`config.mk`:
```
export PLATFORM = sky130hd
export DESIGN_NAME = uart_rx_cfg_flat
export DESIGN_NICKNAME = d
export VERILOG_FILES = /design/src/rtl/uart_rx_cfg_if.sv /design/src/rtl/uart_rx_cfg.sv /design/src/flat_wrapper.sv
export SDC_FILE = /design/constraint.sdc
export NUM_CORES = 1
export LEC_CHECK = 0
export ABC_AREA = 0
export CAP_MARGIN = 30
export CORE_UTILIZATION = 62
export CTS_BUF_LIST = sky130_fd_sc_hd__clkbuf_8 sky130_fd_sc_hd__clkbuf_16
export DETAILED_ROUTE_END_ITERATION = 6
export DONT_BUFFER_PORTS = 1
export GPL_ROUTABILITY_DRIVEN = 0
export GPL_TIMING_DRIVEN = 1
export PLACE_DENSITY = 0.78
export RECOVER_POWER = 25
export REMOVE_ABC_BUFFERS = 1
export SLEW_MARGIN = 30
export SYNTH_ARGS = -nofsm -noshare
export SYNTH_HDL_FRONTEND = slang
export SYNTH_SLANG_ARGS = --single-unit
```
`constraint.sdc`:
```
create_clock -name i_Clock -period 2.87 [get_ports i_Clock]
set_clock_uncertainty 0.1 [all_clocks]
set_input_delay 0.861 -clock i_Clock [delete_from_list [all_inputs] [get_ports i_Clock]]
set_output_delay 0.861 -clock i_Clock [all_outputs]
set_load 0.01 [all_outputs]
```
`src/rtl/uart_rx_cfg_if.sv`:
```
// uart_rx_cfg_if: receive-side bundle of uart_rx_cfg.
// master drives data/strobe/flags/busy; slave observes them.
interface uart_rx_cfg_if #(
  parameter int DATA_BITS = 8
);
  logic [DATA_BITS-1:0] o_RX_Data;
  logic                 o_DV;
  logic                 o_Parity_Err;
  logic                 o_Frame_Err;
  logic                 o_Break;
  logic                 o_Busy;

  modport master (
    output o_RX_Data,
    output o_DV,
    output o_Parity_Err,
    output o_Frame_Err,
    output o_Break,
    output o_Busy
  );

  modport slave (
    input o_RX_Data,
    input o_DV,
    input o_Parity_Err,
    input o_Frame_Err,
    input o_Break,
    input o_Busy
  );
endinterface

```
`src/rtl/uart_rx_cfg.sv`:
```
// uart_rx_cfg: configurable UART receiver (5-9 data, parity, 1/2 stop).
// Ports: i_Clock, i_Rst_L (async low), i_RX_Serial (raw pin), rx (bundle).
module uart_rx_cfg #(
  parameter int CLKS_PER_BIT = 217,
  parameter int DATA_BITS    = 8,
  parameter int PARITY       = 0,
  parameter int STOP_BITS    = 1
) (
  input  logic          i_Clock,
  input  logic          i_Rst_L,
  input  logic          i_RX_Serial,
  uart_rx_cfg_if.master rx
);

  localparam int   CW   = $clog2(CLKS_PER_BIT);
  localparam int   IW   = $clog2(DATA_BITS + 1);
  localparam int   HALF = (CLKS_PER_BIT - 1) / 2;
  localparam logic PEXP = (PARITY == 1) ? 1'b1 : 1'b0;

  typedef enum logic [2:0] {
    S_IDLE, S_START, S_DATA, S_PAR,
    S_STOP, S_DONE, S_WAIT
  } state_t;

  state_t st_q, nxt;

  logic                 sync1, rx_s;
  logic [CW-1:0]        cnt_q;
  logic [IW-1:0]        bit_idx;
  logic [DATA_BITS-1:0] data_q;
  logic                 any_q, frm_q, perr_q;
  logic [DATA_BITS-1:0] out_data;
  logic                 dv_q, out_pe, out_fe, out_brk;
  logic                 full, mid, smp;
  logic                 last_data, last_stop;

  assign full      = (cnt_q == CW'(CLKS_PER_BIT - 1));
  assign mid       = (cnt_q == CW'(HALF));
  assign last_data = (bit_idx == IW'(DATA_BITS - 1));
  assign last_stop = (bit_idx == IW'(STOP_BITS - 1));
  assign smp       = full && (st_q == S_DATA ||
                              st_q == S_PAR  ||
                              st_q == S_STOP);

  always_ff @(posedge i_Clock or negedge i_Rst_L) begin
    if (!i_Rst_L) begin
      sync1 <= 1'b1;
      rx_s  <= 1'b1;
    end else begin
      sync1 <= i_RX_Serial;
      rx_s  <= sync1;
    end
  end

  always_ff @(posedge i_Clock or negedge i_Rst_L) begin
    if (!i_Rst_L) st_q <= S_IDLE;
    else          st_q <= nxt;
  end

  always_comb begin
    nxt = st_q;
    unique case (st_q)
      S_IDLE:  if (!rx_s) nxt = S_START;
      S_START: if (mid) nxt = rx_s ? S_IDLE : S_DATA;
      S_DATA:  if (full && last_data)
                 nxt = (PARITY != 0) ? S_PAR : S_STOP;
      S_PAR:   if (full) nxt = S_STOP;
      S_STOP:  if (full && last_stop) nxt = S_DONE;
      // a bad stop means the line may still be low
      S_DONE:  nxt = frm_q ? S_WAIT : S_IDLE;
      S_WAIT:  if (rx_s) nxt = S_IDLE;
      default: nxt = S_IDLE;
    endcase
  end

  always_ff @(posedge i_Clock or negedge i_Rst_L) begin
    if (!i_Rst_L) begin
      cnt_q    <= '0;
      bit_idx  <= '0;
      data_q   <= '0;
      any_q    <= 1'b0;
      frm_q    <= 1'b0;
      perr_q   <= 1'b0;
      out_data <= '0;
      dv_q     <= 1'b0;
      out_pe   <= 1'b0;
      out_fe   <= 1'b0;
      out_brk  <= 1'b0;
    end else begin
      dv_q <= 1'b0;
      if (nxt != st_q || full) cnt_q <= '0;
      else                     cnt_q <= cnt_q + CW'(1);
      if (nxt != st_q)
        bit_idx <= '0;
      else if (full && (st_q == S_DATA || st_q == S_STOP))
        bit_idx <= bit_idx + IW'(1);
      if (st_q == S_START) begin
        any_q  <= 1'b0;
        frm_q  <= 1'b0;
        perr_q <= 1'b0;
      end
      if (smp) begin
        if (rx_s) any_q <= 1'b1;
        // LSB arrives first, so shift in from the top
        if (st_q == S_DATA)
          data_q <= {rx_s, data_q[DATA_BITS-1:1]};
        if (st_q == S_PAR)
          perr_q <= ((^data_q) ^ rx_s) != PEXP;
        if (st_q == S_STOP && !rx_s)
          frm_q <= 1'b1;
      end
      // publish on the last stop sample so data and
      // flags line up with the strobe during DONE
      if (st_q == S_STOP && nxt == S_DONE) begin
        dv_q     <= 1'b1;
        out_data <= data_q;
        out_pe   <= perr_q;
        out_fe   <= frm_q | ~rx_s;
        out_brk  <= ~(any_q | rx_s);
      end
    end
  end

  assign rx.o_RX_Data    = out_data;
  assign rx.o_DV         = dv_q;
  assign rx.o_Parity_Err = out_pe;
  assign rx.o_Frame_Err  = out_fe;
  assign rx.o_Break      = out_brk;
  assign rx.o_Busy       = (st_q != S_IDLE);

endmodule

```
`src/flat_wrapper.sv`:
```
// flat-port wrapper written by rule: the top's interface ports become plain ports
module uart_rx_cfg_flat 
#(
  parameter int CLKS_PER_BIT = 217,
  parameter int DATA_BITS    = 8,
  parameter int PARITY       = 0,
  parameter int STOP_BITS    = 1
)
  (i_Clock, i_Rst_L, i_RX_Serial, rx_o_RX_Data, rx_o_DV, rx_o_Parity_Err, rx_o_Frame_Err, rx_o_Break, rx_o_Busy);
  uart_rx_cfg_if #(.DATA_BITS(DATA_BITS)) rx_i ();
  input  logic i_Clock;
  input  logic i_Rst_L;
  input  logic i_RX_Serial;
  output wire logic [$bits(rx_i.o_RX_Data)-1:0] rx_o_RX_Data;
  output wire logic [$bits(rx_i.o_DV)-1:0] rx_o_DV;
  output wire logic [$bits(rx_i.o_Parity_Err)-1:0] rx_o_Parity_Err;
  output wire logic [$bits(rx_i.o_Frame_Err)-1:0] rx_o_Frame_Err;
  output wire logic [$bits(rx_i.o_Break)-1:0] rx_o_Break;
  output wire logic [$bits(rx_i.o_Busy)-1:0] rx_o_Busy;
  assign rx_o_RX_Data = rx_i.o_RX_Data;
  assign rx_o_DV = rx_i.o_DV;
  assign rx_o_Parity_Err = rx_i.o_Parity_Err;
  assign rx_o_Frame_Err = rx_i.o_Frame_Err;
  assign rx_o_Break = rx_i.o_Break;
  assign rx_o_Busy = rx_i.o_Busy;
  uart_rx_cfg #(.CLKS_PER_BIT(CLKS_PER_BIT), .DATA_BITS(DATA_BITS), .PARITY(PARITY), .STOP_BITS(STOP_BITS)) u_core (.i_Clock(i_Clock), .i_Rst_L(i_Rst_L), .i_RX_Serial(i_RX_Serial), .rx(rx_i));
endmodule
```
==> results of run 1 <==
-- worst max-delay path, stage by stage, from the launching register on --
cell and delay, ns:
dfrtp_1 0.41, inv_1 0.07, ha_1 0.17, nand3_2 0.12
or2_1 0.35, or3_1 0.67, mux2_4 0.40
-- cells by family (layout without fill, tap and decap cells) --
family,after synthesis,after routing
and+or+nand+nor,52,52
DFF,40,40
AOI/OAI and AO/OA,22,22
muxes,20,20
xor gates and xnor gates,16,16
buffers and inverters,16,15
adders and majority gates,4,4
-- per-layer routing --
layer / wire length (um) / vias to the layer above
li1: - / 589
met1: 1451 / 618
met2: 1575 / 23
met3: 99 / 8
met4: 60 / 0
met5: 0 / -
-- layout make-up --
cell class,count,share of cell area [%]
repair buffers,1,0.3593
inverters,6,1.078
well taps,44,2.635
clock inverters,3,1.856
multi-input cells,114,42.75
clock buffers,5,3.293
flip-flops and latches,40,48.02
-- metrics by stage --
stage	util, %	setup slack, ns	cell area (um2)	power, W	hold slack [ns]
after floorplan	-	0.6619	1913	0.0005808	0.2452
after global placement	65.25	0.5030	1976	0.0005818	0.2454
after detailed placement	65.25	0.4043	1976	0.0005820	0.2475
after CTS	68.80	0.3939	2083	0.001021	0.1468
after global routing	69.01	0.3491	2090	0.001040	0.1373
final	69.01	0.4568	2090	0.001009	0.1560
-- worst min-delay path by stage --
stage	depth (start not counted)	slack (ns)	endpoint	start
after CTS	0	0.15	u_core.rx.o_RX_Data[5]	i_Rst_L
after global routing	0	0.14	u_core.rx.o_RX_Data[4]	i_Rst_L
after global placement	0	0.25	u_core.rx_s	u_core.sync1
after detailed placement	0	0.25	u_core.rx_s	u_core.sync1
final	0	0.16	u_core.rx.o_RX_Data[5]	i_Rst_L
after floorplan	0	0.25	u_core.rx_s	u_core.sync1
-- power groups by stage --
stage | Sequential, W | Combinational (W) | Clock (W)
2_1_floorplan | 0.000579 | 0.00000218 | 0
3_3_place_gp | 0.000579 | 0.00000237 | 0
3_5_place_dp | 0.000580 | 0.00000234 | 0
4_1_cts | 0.000569 | 0.00000241 | 0.000450
5_1_grt | 0.000569 | 0.00000273 | 0.000468
6_report | 0.000569 | 0.00000241 | 0.000438
-- synthesized netlist by cell type, types with 2 or more instances --
| cell type | number |
|---|---|
| dfrtp_1 | 38 |
| mux2_2 | 13 |
| nor2_1 | 12 |
| nand2_1 | 11 |
| xnor2_1 | 8 |
| nor3_1 | 7 |
| xor2_1 | 7 |
| clkbuf_1 | 6 |
| inv_1 | 6 |
| o21ai_0 | 6 |
| nand3_1 | 5 |
| ha_1 | 4 |
| mux2_4 | 4 |
| a21oi_1 | 3 |
| mux2i_1 | 3 |
| nand2b_1 | 3 |
| buf_6 | 2 |
| dfstp_2 | 2 |
| nor2b_1 | 2 |
| o221ai_1 | 2 |
| o31ai_1 | 2 |
| or3_1 | 2 |
-- sequential cells by signal, indices dropped and copies added, names as in the netlist --
| signal | flops |
|---|---|
| u_core.cnt_q | 8 |
| u_core.data_q | 8 |
| u_core.rx.o_RX_Data | 8 |
| u_core.bit_idx | 4 |
| u_core.st_q | 3 |
| u_core.any_q | 1 |
| u_core.frm_q | 1 |
| u_core.perr_q | 1 |
| u_core.rx.o_Break | 1 |
| u_core.rx.o_DV | 1 |
| u_core.rx.o_Frame_Err | 1 |
| u_core.rx.o_Parity_Err | 1 |
| u_core.rx_s | 1 |
| u_core.sync1 | 1 |
==> results by group, run 1 <==
Run status
  – Outcome: completed

Worst setup path
  – Reg2reg path depth: 6
  – CP required: between 2 and 3 ns
  – Reg-to-reg critical path endpoint: u_core.rx.o_RX_Data[6]
  – Critical Path Fanout Max: 15
  – Worst r2r src: u_core.cnt_q[0]
  – CP Class: reg2reg
  – Crit. Startpoint: u_core.cnt_q[0]
  – Setup crit end: u_core.rx.o_RX_Data[6]
  – CP Capture Type: flop
  – Register-to-register setup slack: 0.46 ns
  – Data arrival, critical path: 2.49 ns
  – CP startpoint kind: flop

CTS
  – Clock-pin slew on the worst setup and hold paths: around 0.070 ns
  – PostCTS Resize Cnt: 0
  – Worst skew pair latency: between 0.2 and 0.3 ns
  – TritonCTS clock tree: built
  – Root Buffer: clkbuf_8
  – CTS Hold Bufs: 0
  – CTS Sinks: 40
  – Num CTS Buffers: 5
  – Number of setup buffers added after CTS: 0
  – H-tree levels: 2
  – Max Root-Sink Buffers: 2

Timing
  – Unrepaired setup endpoints after global routing: no
  – Slew HR: 54.65%
  – Final hold vios: 0
  – Final Max Slew Viols: 0
  – Fmax: 0.4144 GHz
  – Setup TNS Final: 0 ns
  – Final cycle utilization of the critical path: a little over four fifths
  – Final setup viols: 0
  – Pin slew with the least headroom to its limit: roughly 0.68 ns
  – Final min period: approximately 2.4 ns

Yosys
  – Largest family of logic cells by synthesized area: simple AND/OR/NAND/NOR gates
  – Synth async-reset ratio: 100.0%
  – Synth Area in Compound Gates: approximately 7.9%
  – Simple-Gate Fraction of Synth Area: roughly 15%
  – Area share of fa/ha/maj cells after synthesis: approximately 2.5%
  – Mux cell area share after synthesis: between 10 and 15%
  – Post-synth EDFFs: 0
  – XOR/XNOR share of the synthesized area: 7.824%
  – Synth Flop Type: dfrtp_1
  – Seq/Total Area, Yosys: 51.02%
  – Post-synthesis register bit count: 40
  – Yosys top cell area share: between 40 and 50%
  – Post-synth top area cell: dfrtp_1
  – Synth warn: 0
  – Top cells by area, synth: dfrtp_1 48%, mux2_2 7.4%, xnor2_1 3.6%
  – Cell variety after synth: 44
  – Synthesized area: 1967 um2
  – Cells after synthesis: 170
  – Syn Area/Cell: 11.57 um2

Cells and area
  – Commonest non-fill, non-tap cells in the layout: 38 x dfrtp_1, 13 x mux2_2, 12 x nor2_1
  – Post-Layout Cell Count: between 200 and 250
  – Commonest non-fill, non-tap cell in the layout: dfrtp_1
  – Ratio of cells with drive above 1 in the final layout: 18.93%
  – Synth-to-Final Area Change: 6.234%
  – Multi-input gate area: 893.4 um2
  – Fill count: ~230
  – Register Area: 1003 um2
  – ANT cells: 0
  – Final #Nets: 175

Power
  – Net Sw Frac: 18.55%
  – Internal Power: a little over 0.0008 W
  – P per Cell Area: just under 500 nW/um2
  – Share of power burned in registers: roughly 56%
  – Sw Pwr: around 0.00019 W
  – Worst vdd ir: between 0.2 and 0.3 mV
  – Power share of the combinational group: less than 1%
  – Clock share of power: 43.4%
  – Leak pwr: about 0.95 nW

Worst hold path
  – HP Class: in2async

Global routing
  – Pin count of the biggest net entering global routing: a little over 40
  – First-pass GRT wire length: 5388 um
  – GRT Util Overall: 21.81%
  – Initial antenna violation count: 0
  – Vias in the first global route: ~1,200
  – Met2 usage: between 30% and 40%
  – GR Util met3: between 6 and 7%
  – GRT met1 Usage: a little over a quarter
  – Overflow after GRT: 0
  – Gr busiest metal: met2

Placed design
  – Port bufs: 0
  – HPWL Detailed: around 2200 um
  – Dpl cells: ~210

Route
  – DR WL/cell: between 10 and 15 um
  – Initial drt markers: 57
  – Vias after detailed routing: ~1,200
  – Drt pass-1 iters: 4
  – Vias per cell: 5.812
  – DRC Markers: 0
  – Total wire length after detailed routing: around 3200 um
  – Post-route ant nets: 0

Floorplan
  – Die ar.: around 3400 um2
  – Die W: around 58 um
  – Core ar.: roughly 3000 um2
  – I/O Pins: 16
  – Die H: 58.33 um
  – Effective utilization at floorplan: between 60% and 70%
  – # rows: 20

Job
  – Max-cap viol count: 0
No activity file was read; power rests on OpenSTA's default activity.
==> inputs of run 2 (changes only) <==
Settings changed: CORE_UTILIZATION 62 to 56, PLACE_DENSITY 0.78 to 0.74.
Clock period 2.87 ns to 2.2 ns, I/O delays scaled along.
==> results by group, run 2 (synthesis gave the netlist of run 1 again) <==
Run status
  – Outcome: completed

Placed design
  – HPWL Detailed: 2394 um (+8.1%)
  – Port bufs: 0 (unchanged)
  – Dpl cells: 217 (+5.9%)

Route
  – DR WL/cell: 15.89 um (+6.2%)
  – Vias after detailed routing: 1,283 (+3.6%)
  – DRC Markers: 0 (unchanged)
  – Vias per cell: 5.677 (-2.3%)
  – Initial drt markers: 97 (+70%)
  – Drt pass-1 iters: 4 (unchanged)
  – Post-route ant nets: 0 (unchanged)
  – Total wire length after detailed routing: 3591 um (+13%)

Timing
  – Final hold vios: 0 (unchanged)
  – Slew HR: 38.82% (-16 points)
  – Fmax: 0.4722 GHz (+14%)
  – Final min period: 2.118 ns (-0.2957 ns)
  – Pin slew with the least headroom to its limit: 0.9177 ns (+0.2410 ns)
  – Final cycle utilization of the critical path: 96.25% (+12 points)
  – Final setup viols: 0 (unchanged)
  – Final Max Slew Viols: 0 (unchanged)

Global routing
  – GRT Util Overall: 21.06% (-0.76 points)
  – Pin count of the biggest net entering global routing: 39 (-4.9%)
  – Overflow after GRT: 0 (unchanged)
  – First-pass GRT wire length: 5526 um (+2.6%)
  – Initial antenna violation count: 0 (unchanged)
  – Vias in the first global route: 1,225 (+1.6%)

Worst setup path
  – Critical Path Fanout Max: 8 (-7)
  – Crit path buf inv count: 3 (+2)
  – Reg2reg path depth: 8 (+2)
  – Reg-to-reg critical path endpoint: u_core.data_q[4]
  – CP max stage delay: 0.42 ns (-0.25 ns)
  – CP startpoint kind: flop
  – Worst r2r src: u_core.cnt_q[0]
  – Crit path max-delay family: simple AND/OR/NAND/NOR gates
  – Critical Path, Cell by Cell: inv_1 > ha_1 > nand3_2 > or2_1 > buf_4 > nor3_2 > buf_6 > mux2_2
  – CP Class: reg2reg
  – Register-to-register setup slack: 0.08 ns (-0.37 ns)
  – CP required: 2.28 ns (-0.67 ns)
  – Data arrival, critical path: 2.20 ns (-0.29 ns)
  – CP Capture Type: flop
  – Critical-path top delay cell: dfrtp_1

Power
  – Leak pwr: 1.018 nW (+7.1%)
  – P per Cell Area: 659.8 nW/um2 (+37%)
  – Worst vdd ir: 0.4022 mV (+45%)
  – Total power: 0.001457 W (+44%)

CTS
  – Clock-pin slew on the worst setup and hold paths: 0.07 ns (about the same)
  – Worst skew pair latency: 0.30 ns (about the same)
  – H-tree levels: 2 (unchanged)
  – Root Buffer: clkbuf_8
  – Number of setup buffers added after CTS: 0 (unchanged)
  – TritonCTS clock tree: built
  – CTS Sinks: 40 (unchanged)
  – Max Root-Sink Buffers: 2 (unchanged)
  – Num CTS Buffers: 5 (unchanged)

Job
  – Max-cap viol count: 0 (unchanged)

Cells and area
  – Fill count: 283 (+22%)
  – Post-Layout Cell Count: 226 (+6.1%)
  – Commonest non-fill, non-tap cell in the layout: dfrtp_1
  – Final #Nets: 186 (+6.3%)
  – ANT cells: 0 (unchanged)
  – Register Area: 1003 um2 (unchanged)
  – Multi-input gate area: 897.1 um2 (+0.42%)
  – Synth-to-Final Area Change: 12.28%
  – Ratio of cells with drive above 1 in the final layout: 24.44% (+5.5 points)
  – Commonest non-fill, non-tap cells in the layout: 38 x dfrtp_1, 13 x mux2_2, 12 x nor2_1

Floorplan
  – Die ar.: 3753 um2 (+10%)
  – Die W: 61.27 um (+5.0%)
  – Die H: 61.27 um (+5.0%)
  – # rows: 21 (+5.0%)
  – Effective utilization at floorplan: 58.48% (-6.5 points)
  – Core ar.: 3363 um2 (+11%)
  – I/O Pins: 16 (unchanged)

Worst hold path
  – HP Class: in2async
[run 2: cell count changes in the layout (fill, tap and decap cells not counted), sizes merged]
cell,before,now
buf,1,11
bufinv,1,2
clkbuf,5,6
clkinv,1,0
[run 2: cell type report]
type                    instances  share of cell area [%]
multi-input cells             114                   40.62
well taps                      46                   2.606
flip-flops and latches         40                   45.44
inverters                       6                   1.020
repair buffers                 12                   4.306
clock buffers                   5                   3.116
clock inverters                 3                   2.890
[run 2: worst max-delay path by stage]
stage	startpoint	cells past startpoint	to	slack, ns
after floorplan	u_core.cnt_q[0]	7	u_core.cnt_q[2]	-0.008
after global placement	u_core.cnt_q[0]	7	u_core.rx.o_RX_Data[6]	0.13
after detailed placement	u_core.cnt_q[0]	8	u_core.cnt_q[7]	0.09
after CTS	u_core.cnt_q[0]	8	u_core.cnt_q[0]	0.06
after global routing	u_core.cnt_q[0]	8	u_core.data_q[3]	-0.002
final	u_core.cnt_q[0]	8	u_core.data_q[4]	0.08
[run 2: through the flow]
stage	hold WS [ns]	TNS (ns)	instance area, um2	setup WS, ns	utilization (%)
2_1_floorplan	0.2452	-0.06907	1913	-0.008144	-
3_5_place_dp	0.2473	0	2053	0.09035	61.05
6_report	0.1049	0	2208	0.08246	65.66
4_1_cts	0.09242	0	2206	0.06257	65.59
3_3_place_gp	0.2483	0	2053	0.1329	61.05
5_1_grt	0.08710	-0.003066	2208	-0.002352	65.66
[run 2: where the power goes]
group	internal, W	switching [W]	leakage (nW)	total, W
sequential	0.000738	0.00000345	0.537	0.000742
combinational	0.00000259	0.0000140	0.411	0.0000166
clock	0.000449	0.000250	0.0695	0.000699
total	0.00119	0.000267	1.02	0.00146
[run 2: timing repair]
action	4_1_cts	5_1_grt
setup endpoints to repair	0	16
hold endpoints to repair	38	0
gates resized for setup	0	4
hold buffers	1	0
[run 2: metal layers]
layer  global-route usage (%)  share of wire, %
met2                    32.30                48
met5                        0                 0
met1                    27.11                46
met4                    9.091               2.1
met3                    7.353               3.8
==> inputs of run 3 (changes only) <==
Settings changed: CORE_UTILIZATION 56 to 35, PLACE_DENSITY 0.74 to unset.
==> results by group, run 3 (synthesis gave the netlist of run 1 again) <==
Run status
  – Outcome: completed

Global routing
  – Met2 usage: 22.68% (-9.6 points)
  – Overflow after GRT: 0 (unchanged)
  – First-pass GRT wire length: 6327 um (+14%)
  – Pin count of the biggest net entering global routing: 39 (unchanged)
  – Vias in the first global route: 1,344 (+9.7%)
  – GR Util met3: 4.286% (-3.1 points)
  – GRT met1 Usage: 15.90% (-11 points)
  – Initial antenna violation count: 0 (unchanged)
  – GRT Util Overall: 13.40% (-7.7 points)
  – Gr busiest metal: met2

Timing
  – Final Max Slew Viols: 0 (unchanged)
  – Pin slew with the least headroom to its limit: 0.9207 ns (+0.003014 ns)
  – Final WS setup: 0.05318 ns (-0.02928 ns)
  – Final min period: 2.147 ns (+0.02928 ns)
  – Slew HR: 38.62% (-0.20 points)
  – Final cycle utilization of the critical path: 97.58% (+1.3 points)
  – Final hold vios: 0 (unchanged)
  – Setup TNS Final: 0 ns (unchanged)
  – Unrepaired setup endpoints after global routing: no
  – Final setup viols: 0 (unchanged)
  – Fmax: 0.4658 GHz (-1.4%)
  – Hold slack: 0.1098 ns (+0.004966 ns)

Route
  – DRC Markers: 0 (unchanged)
  – Drt pass-1 iters: 4 (unchanged)
  – Initial drt markers: 23 (-76%)
  – DR WL/cell: 14.15 um (-11%)
  – Total wire length after detailed routing: 3595 um (+0.11%)
  – Vias per cell: 5.059 (-11%)
  – Vias after detailed routing: 1,285 (+0.16%)
  – Post-route ant nets: 0 (unchanged)

CTS
  – Max Root-Sink Buffers: 2 (unchanged)
  – CTS Sinks: 40 (unchanged)
  – Clock-pin slew on the worst setup and hold paths: 0.07 ns (about the same)
  – Number of setup buffers added after CTS: 0 (unchanged)
  – Root Buffer: clkbuf_8
  – Num CTS Buffers: 5 (unchanged)
  – H-tree levels: 2 (unchanged)
  – Worst skew pair latency: 0.29 ns (about the same)
  – TritonCTS clock tree: built

Cells and area
  – Register Area: 1003 um2 (unchanged)
  – Final #Nets: 190 (+2.2%)
  – Synth-to-Final Area Change: 14.12%
  – Multi-input gate area: 893.4 um2 (-0.42%)
  – Fin area: 2245 um2 (+1.6%)
  – Post-Layout Cell Count: 254 (+12%)
  – Fill count: 508 (+80%)
  – Ratio of cells with drive above 1 in the final layout: 25.54% (+1.1 points)
  – ANT cells: 0 (unchanged)
  – Commonest non-fill, non-tap cell in the layout: dfrtp_1
  – Commonest non-fill, non-tap cells in the layout: 38 x dfrtp_1, 14 x buf_4, 13 x mux2_2

Worst hold path
  – HP Class: in2async

Power
  – Net Sw Frac: 19.56% (+1.2 points)
  – Leak pwr: 1.025 nW (+0.67%)
  – Share of power burned in registers: 55.4% (+4.5 points)
  – Power share of the combinational group: 1.5% (+0.4 points)
  – Clock share of power: 43.1% (-4.8 points)
  – Worst vdd ir: 0.2524 mV (-37%)
  – Internal Power: 0.001074 W (-9.7%)
  – Sw Pwr: 0.0002611 W (-2.3%)
  – P per Cell Area: 594.7 nW/um2 (-9.9%)

Floorplan
  – Die W: 76.97 um (+26%)
  – Die H: 76.97 um (+26%)
  – # rows: 26 (+24%)
  – Core ar.: 5270 um2 (+57%)
  – Die ar.: 5924 um2 (+58%)
  – Effective utilization at floorplan: 37.32% (-21 points)
  – I/O Pins: 16 (unchanged)

Worst setup path
  – Critical Path, Cell by Cell: inv_1 > ha_1 > nand3_2 > or2_1 > or3_1 > buf_4 > mux2_4
  – Crit path max-delay family: simple AND/OR/NAND/NOR gates
  – Crit path buf inv count: 2 (-1)
  – Critical Path Fanout Max: 15 (+7)
  – CP required: 2.27 ns (about the same)
  – Critical-path top delay cell: dfrtp_1
  – Data arrival, critical path: 2.22 ns (+0.02 ns)
  – CP startpoint kind: flop
  – CP max stage delay: 0.40 ns (-0.02 ns)
  – CP Class: reg2reg
  – CP Capture Type: flop

Placed design
  – DP Area: 2126 um2 (+3.5%)
  – Dpl cells: 245 (+13%)
  – DP Worst Slack: -0.1782 ns (-0.2685 ns)
  – Port bufs: 0 (unchanged)
  – HPWL Detailed: 2582 um (+7.8%)

Job
  – Max-cap viol count: 0 (unchanged)
[run 3: layer usage]
metal	up-vias	wire length, um
met4	0	38
met3	4	145
li1	614	-
met2	28	1839
met5	-	0
met1	639	1571
[run 3: per-stage QoR]
step	util (%)	power [W]
floorplan	-	0.0007577
global placement	40.34	0.0007611
detailed placement	40.34	0.0007611
CTS	42.88	0.001360
global route	42.59	0.001389
finish	42.59	0.001335
[run 3: final timing paths]
path	start	to	slack, ns	cells after the start
min reg2reg	u_core.sync1	u_core.rx_s	0.26	0
max in group asynchronous	i_Rst_L	u_core.data_q[0]	1.04	1
min	i_Rst_L	u_core.sync1	0.11	0
max	u_core.cnt_q[1]	u_core.rx.o_RX_Data[4]	0.05	7
min in group i_Clock	u_core.sync1	u_core.rx_s	0.26	0
max reg2reg	u_core.cnt_q[1]	u_core.rx.o_RX_Data[4]	0.05	7
[run 3: cell type report]
cell class / count / share of cell area, %
flip-flops and latches: 40 / 44.70
clock buffers: 5 / 3.066
inverters: 6 / 1.003
repair buffers: 16 / 5.797
multi-input cells: 114 / 39.80
well taps: 70 / 3.902
clock inverters: 3 / 1.728
[run 3: worst reg2reg max path: stages (launching register included)]
cell and delay [ns]:
dfrtp_1 0.40, inv_1 0.06, ha_1 0.16, nand3_2 0.11, or2_1 0.30, or3_1 0.37, buf_4 0.21, mux2_4 0.32
[run 3: power by group through the flow]
stage,registers [W],clock network (W),logic (W)
3_5_place_dp,0.000754,0,0.00000747
3_3_place_gp,0.000754,0,0.00000741
2_1_floorplan,0.000755,0,0.00000284
6_report,0.000739,0.000575,0.0000206
5_1_grt,0.000739,0.000626,0.0000245
4_1_cts,0.000739,0.000596,0.0000252
[run 3: what timing repair did]
item	in CTS	in global routing
endpoints found under the setup margin	12	0
resized for setup	1	0
endpoints found under the hold margin	38	0
hold buffers	1	0
